===== src/rtl/soc_reset_seq.sv =====
// soc_reset_seq: calib-gated, counted release of peripheral and core resets.
// Optional calibration watchdog: define RST_SEQ_CALIB_TIMEOUT_EN.
module soc_reset_seq #(
  parameter int unsigned HoldCycles    = 16,
  parameter int unsigned NdmHoldCycles = 8,
  parameter int unsigned CalibTimeout  = 1048576
) (
  input  logic clk_i,
  input  logic rst_ni,
  input  logic calib_done_i,
  input  logic ndmreset_i,
  output logic periph_rst_no,
  output logic core_rst_no,
  output logic ready_o,
  output logic timeout_o
);

  localparam int unsigned MaxHn =
    (HoldCycles > NdmHoldCycles) ? HoldCycles : NdmHoldCycles;
  localparam int unsigned MaxCnt =
    (MaxHn > CalibTimeout) ? MaxHn : CalibTimeout;
  localparam int unsigned CntW =
    (MaxCnt > 1) ? $clog2(MaxCnt) : 1;

  localparam logic [CntW-1:0] HoldLd = CntW'(HoldCycles - 1);
  localparam logic [CntW-1:0] NdmLd  = CntW'(NdmHoldCycles - 1);

`ifdef RST_SEQ_CALIB_TIMEOUT_EN
  // Every entry to WAIT_CALIB (reset included) arms the watchdog.
  localparam logic [CntW-1:0] WaitLd = CntW'(CalibTimeout - 1);
`else
  localparam logic [CntW-1:0] WaitLd = '0;
`endif

  typedef enum logic [2:0] {
    WAIT_CALIB,
    HOLD_PERIPH,
    HOLD_CORE,
    RUN,
    NDM_HOLD,
    FAULT
  } state_e;

  state_e          state_q;
  logic [CntW-1:0] cnt_q;
  logic            calib_meta_q;
  logic            calib_s_q;
  logic            periph_q;
  logic            core_q;
  logic            ready_q;
  logic            lost;

`ifdef RST_SEQ_CALIB_TIMEOUT_EN
  logic            timeout_q;
  assign timeout_o = timeout_q;
`else
  assign timeout_o = 1'b0;
`endif

  assign periph_rst_no = periph_q;
  assign core_rst_no   = core_q;
  assign ready_o       = ready_q;

  assign lost = !calib_s_q &&
                (state_q != WAIT_CALIB) &&
                (state_q != FAULT);

  // Two-flop synchroniser for the asynchronous MIG calib flag.
  always_ff @(posedge clk_i or negedge rst_ni) begin
    if (!rst_ni) begin
      calib_meta_q <= 1'b0;
      calib_s_q    <= 1'b0;
    end else begin
      calib_meta_q <= calib_done_i;
      calib_s_q    <= calib_meta_q;
    end
  end

  // Sequencer FSM with registered reset outputs.
  always_ff @(posedge clk_i or negedge rst_ni) begin
    if (!rst_ni) begin
      state_q   <= WAIT_CALIB;
      cnt_q     <= WaitLd;
      periph_q  <= 1'b0;
      core_q    <= 1'b0;
      ready_q   <= 1'b0;
`ifdef RST_SEQ_CALIB_TIMEOUT_EN
      timeout_q <= 1'b0;
`endif
    end else if (lost) begin
      state_q  <= WAIT_CALIB;
      cnt_q    <= WaitLd;
      periph_q <= 1'b0;
      core_q   <= 1'b0;
      ready_q  <= 1'b0;
    end else begin
      unique case (state_q)
        WAIT_CALIB: begin
          if (calib_s_q) begin
            state_q <= HOLD_PERIPH;
            cnt_q   <= HoldLd;
`ifdef RST_SEQ_CALIB_TIMEOUT_EN
          end else if (cnt_q == '0) begin
            state_q   <= FAULT;
            timeout_q <= 1'b1;
          end else begin
            cnt_q <= cnt_q - CntW'(1);
`endif
          end
        end
        HOLD_PERIPH: begin
          if (cnt_q == '0) begin
            state_q  <= HOLD_CORE;
            cnt_q    <= HoldLd;
            periph_q <= 1'b1;
          end else begin
            cnt_q <= cnt_q - CntW'(1);
          end
        end
        HOLD_CORE: begin
          if (cnt_q == '0) begin
            state_q <= RUN;
            core_q  <= 1'b1;
            ready_q <= 1'b1;
          end else begin
            cnt_q <= cnt_q - CntW'(1);
          end
        end
        RUN: begin
          if (ndmreset_i) begin
            state_q <= NDM_HOLD;
            cnt_q   <= NdmLd;
            core_q  <= 1'b0;
            ready_q <= 1'b0;
          end
        end
        NDM_HOLD: begin
          if (ndmreset_i) begin
            cnt_q <= NdmLd;
          end else if (cnt_q == '0) begin
            state_q <= RUN;
            core_q  <= 1'b1;
            ready_q <= 1'b1;
          end else begin
            cnt_q <= cnt_q - CntW'(1);
          end
        end
        FAULT: begin
          periph_q <= 1'b0;
          core_q   <= 1'b0;
          ready_q  <= 1'b0;
        end
        default: begin
          state_q  <= WAIT_CALIB;
          cnt_q    <= WaitLd;
          periph_q <= 1'b0;
          core_q   <= 1'b0;
          ready_q  <= 1'b0;
        end
      endcase
    end
  end

endmodule


===== config.mk =====
export PLATFORM = sky130hd
export DESIGN_NAME = soc_reset_seq
export DESIGN_NICKNAME = d
export VERILOG_FILES = /design/src/rtl/soc_reset_seq.sv
export SDC_FILE = /design/constraint.sdc
export NUM_CORES = 1
export LEC_CHECK = 0
export ABC_AREA = 1
export BUFFER_PORTS_ARGS = -buffer_cell sky130_fd_sc_hd__buf_2
export CORE_MARGIN = 1
export CORE_UTILIZATION = 45
export CTS_BUF_LIST = sky130_fd_sc_hd__clkbuf_4 sky130_fd_sc_hd__clkbuf_8
export DETAILED_ROUTE_END_ITERATION = 10
export PLACE_DENSITY = 0.58
export SYNTH_ARGS = -nofsm -noshare
export SYNTH_HDL_FRONTEND = slang
export SYNTH_SLANG_ARGS = --single-unit

===== constraint.sdc =====
create_clock -name clk_i -period 3.3 [get_ports clk_i]
set_input_delay 0.66 -clock clk_i [delete_from_list [all_inputs] [get_ports clk_i]]
set_output_delay 0.66 -clock clk_i [all_outputs]
set_load 0.05 [all_outputs]

==> impl_results.md <==
* Die height at 67.5 um
* Area grow syn2layout at 5.83%
* Hold Crit Class: reg2reg
* Seq/Total Area, Yosys at 36.3%
* Routed Antenna Nets at 0
* Setup Buffers After CTS at 0
* Core area at 4060 um^2
* DRT Pass-1 Iters at 4
* Syn_area_per_cell at 6.63 um^2
* Slew margin rel. at 58.4%
* Worst EP arrival at 2.05 ns
* CTS max path bufs at 2
* CP Max Fanout at 7
* Net count after synthesis at 298
* Skew-Pair Late Insertion Delay at 0.27 ns
* Crit-path leading delay family: simple AND/OR/NAND/NOR gates
* Max-cap viol count at 0
* Critical path class: reg2reg
* CP Launch Type: flip-flop
* Final period util at 57.7%
* DR DRC count at 0
* Status: finished, final reports clean
* Hold Vio Cnt, Final at 0
* Post-detail-place hpwl at 3290 um
* Clock-pin slew on the worst setup and hold paths at 0.10 ns
* Final Setup Violations at 0
* Total wire length at 4230 um
* Crit path depth at 9
* Reg2Reg Setup Slack at 1.40 ns
* GRT Total Usage at 21.2%
* Post-synthesis cell type count at 29
* Tmin final at 1.90 ns
* TritonCTS Sinks at 28
* Num CTS Buffers at 3
* Post-synthesis cell count at 291
* Die ar. at 4560 um^2
* Worst Setup SP: cnt_q[8]
* Post-CTS Resized at 0
* Max Slew Vio Count at 0
* Crit path top cell by count: nand2_1
* Initial Util at 47.6%
* Crit-path cells: nor2_1, nand2_1, nor2_4, nand3_4, ha_1, inv_1, o221ai_1, nand2_1, o21ai_0
* Final GP Congestion at 0.894
* Vias/cell at 4.96
* Largest net degree at the start of global routing at 29
* Initial antenna violation count at 0
* Worst-Margin Slew at 0.624 ns
* Worst path buffer plus inverter count at 1
* First-pass GRT wire length at 7310 um
* Site Rows at 23
* Antenna Cells at 0
* Final TNS setup at 0 ns
* CP endpoint: cnt_q[0]
* Share of cells above drive strength 1 at 9.76%
* I/O pin count at 8
* PortBufs at 6
* Chip width at 67.5 um
* Clock Skews at 0.00548 ns
* Synth warn at 0
* Reg2reg end: cnt_q[0]
* Unrepaired setup endpoints after global routing: no
* H-tree depth at 1
* Post-synthesis register bit count at 28
* Layout Nets at 305
* Vias after detailed routing at 1721
* Max Clk Rate at 525 MHz
* TritonCTS clock tree: built
* Iteration-0 DRC Markers at 100
* Number of global-route vias before repair at 1559
* Critical Path RT at 3.44 ns
* Hold buffers post-CTS at 0
* Cell area after synthesis at 1930 um^2
* Reg2reg start: cnt_q[8]
* Slowest stage delay, CP at 0.43 ns
* Wire per inst at 12.2 um
* FF-to-FF path depth at 9
* Root Buffer: clkbuf_8
* GRT overflow at 0
* Critical-path top delay cell: dfrtp_1
* Nature of the critical path endpoint: flip-flop
-- kinds of logic after synthesis --
family / share of synthesized area (%)
flops: 36.3
fa+ha+maj: 1.94
simple gates: 44.6
xor+xnor: 1.81
buf+inv: 9.40
compound gates: 5.77
other cells: 0.194
-- state kept, by name (all words and copies together), names as in the netlist --
name           flops
state_q            3
calib_meta_q       1
calib_s_q          1
cnt_q             20
periph_rst_no      1
core_rst_no        1
ready_o            1
-- layout by cell type (no fill, tap or decap) --
| cell | n |
|---|---|
| nor2_1 | 56 |
| o21ai_0 | 4 |
| a21oi_2 | 1 |
| nor3_2 | 1 |
| conb_1 | 1 |
| nand3_2 | 3 |
| a21oi_1 | 5 |
| o22ai_1 | 1 |
| nor3_1 | 3 |
| clkbuf_8 | 4 |
| o21bai_1 | 3 |
| inv_2 | 4 |
| nand2_2 | 3 |
| nand2_4 | 1 |
| nand3_4 | 1 |
| o21ai_1 | 4 |
| nor2_2 | 2 |
| nor2_4 | 3 |
| xnor2_1 | 1 |
| inv_1 | 35 |
| o221ai_1 | 1 |
| xor2_1 | 3 |
| ha_1 | 3 |
| nand2_1 | 83 |
| nand3_1 | 33 |
| buf_2 | 6 |
| dfrtp_1 | 28 |
| nand4_1 | 4 |
-- metal layers --
layer / up-vias / GRT usage [%] / share of wire, % / routed length [um]
met5: - / 0 / 0 / 0
met4: 0 / 4.52 / 0.28 / 12
met3: 2 / 3.21 / 5.0 / 212
met2: 37 / 29.2 / 41 / 1750
met1: 757 / 33.9 / 53 / 2260
li1: 925 / - / - / -
-- cell type report --
type,instances,area (um^2)
Fill cell,404,2010
Multi-Input combinational cell,220,1050
Sequential cell,28,701
Inverter,39,146
Tap cell,50,62.6
Clock buffer,4,55.1
Timing Repair Buffer,6,30.0
-- worst register-to-register path, delay by kind of cell, from the launching register on --
kind | cells | cell delay, ns
DFF | 1 | 0.43
adders and majority gates | 1 | 0.31
AOI/OAI and AO/OA | 2 | 0.18
buffers and inverters | 1 | 0.05
and+or+nand+nor | 5 | 0.80
-- how the worst min path moves through the flow --
stage,startpoint,to,depth (start not counted)
2_1_floorplan,calib_meta_q,calib_s_q,0
3_3_place_gp,calib_meta_q,calib_s_q,0
3_5_place_dp,calib_meta_q,calib_s_q,0
4_1_cts,calib_meta_q,calib_s_q,0
5_1_grt,calib_meta_q,calib_s_q,0
6_report,calib_meta_q,calib_s_q,0
-- per-stage QoR --
step                setup slack [ns]  util (%)  std cells  hold WS (ns)  cell area (um^2)
floorplan                       1.62         -        291         0.331              1930
global placement                1.42      49.0        343         0.333              1990
detailed placement              1.42      49.0        343         0.347              1990
CTS                             1.41      50.4        347         0.370              2040
global route                    1.25      50.4        347         0.379              2040
finish                          1.40      50.4        347         0.367              2040
-- cell usage after synthesis --
cell	instances	area share, %
nand2_4	1	0.58
ha_1	3	1.9
nand3_1	33	8.6
conb_1	1	0.19
xnor2_1	1	0.45
a21oi_2	1	0.45
o22ai_1	1	0.32
nand4_1	4	1.3
o21ai_1	4	1.0
xor2_1	3	1.4
nand3_2	3	1.6
nor3_2	1	0.52
nand2_2	3	0.97
buf_2	1	0.26
dfrtp_1	28	36
nand3_4	1	0.91
nor3_1	3	0.78
nor2_1	56	11
inv_1	35	6.8
buf_6	2	1.2
nor2_4	3	1.7
o21bai_1	3	1.2
nor2_2	2	0.65
a21oi_1	5	1.3
buf_4	1	0.39
nand2_1	83	16
o221ai_1	1	0.45
inv_2	4	0.78
o21ai_0	4	1.0
Power is not shown: default switching activity piles up to over one toggle a cycle in this logic, so the estimate is an artifact.
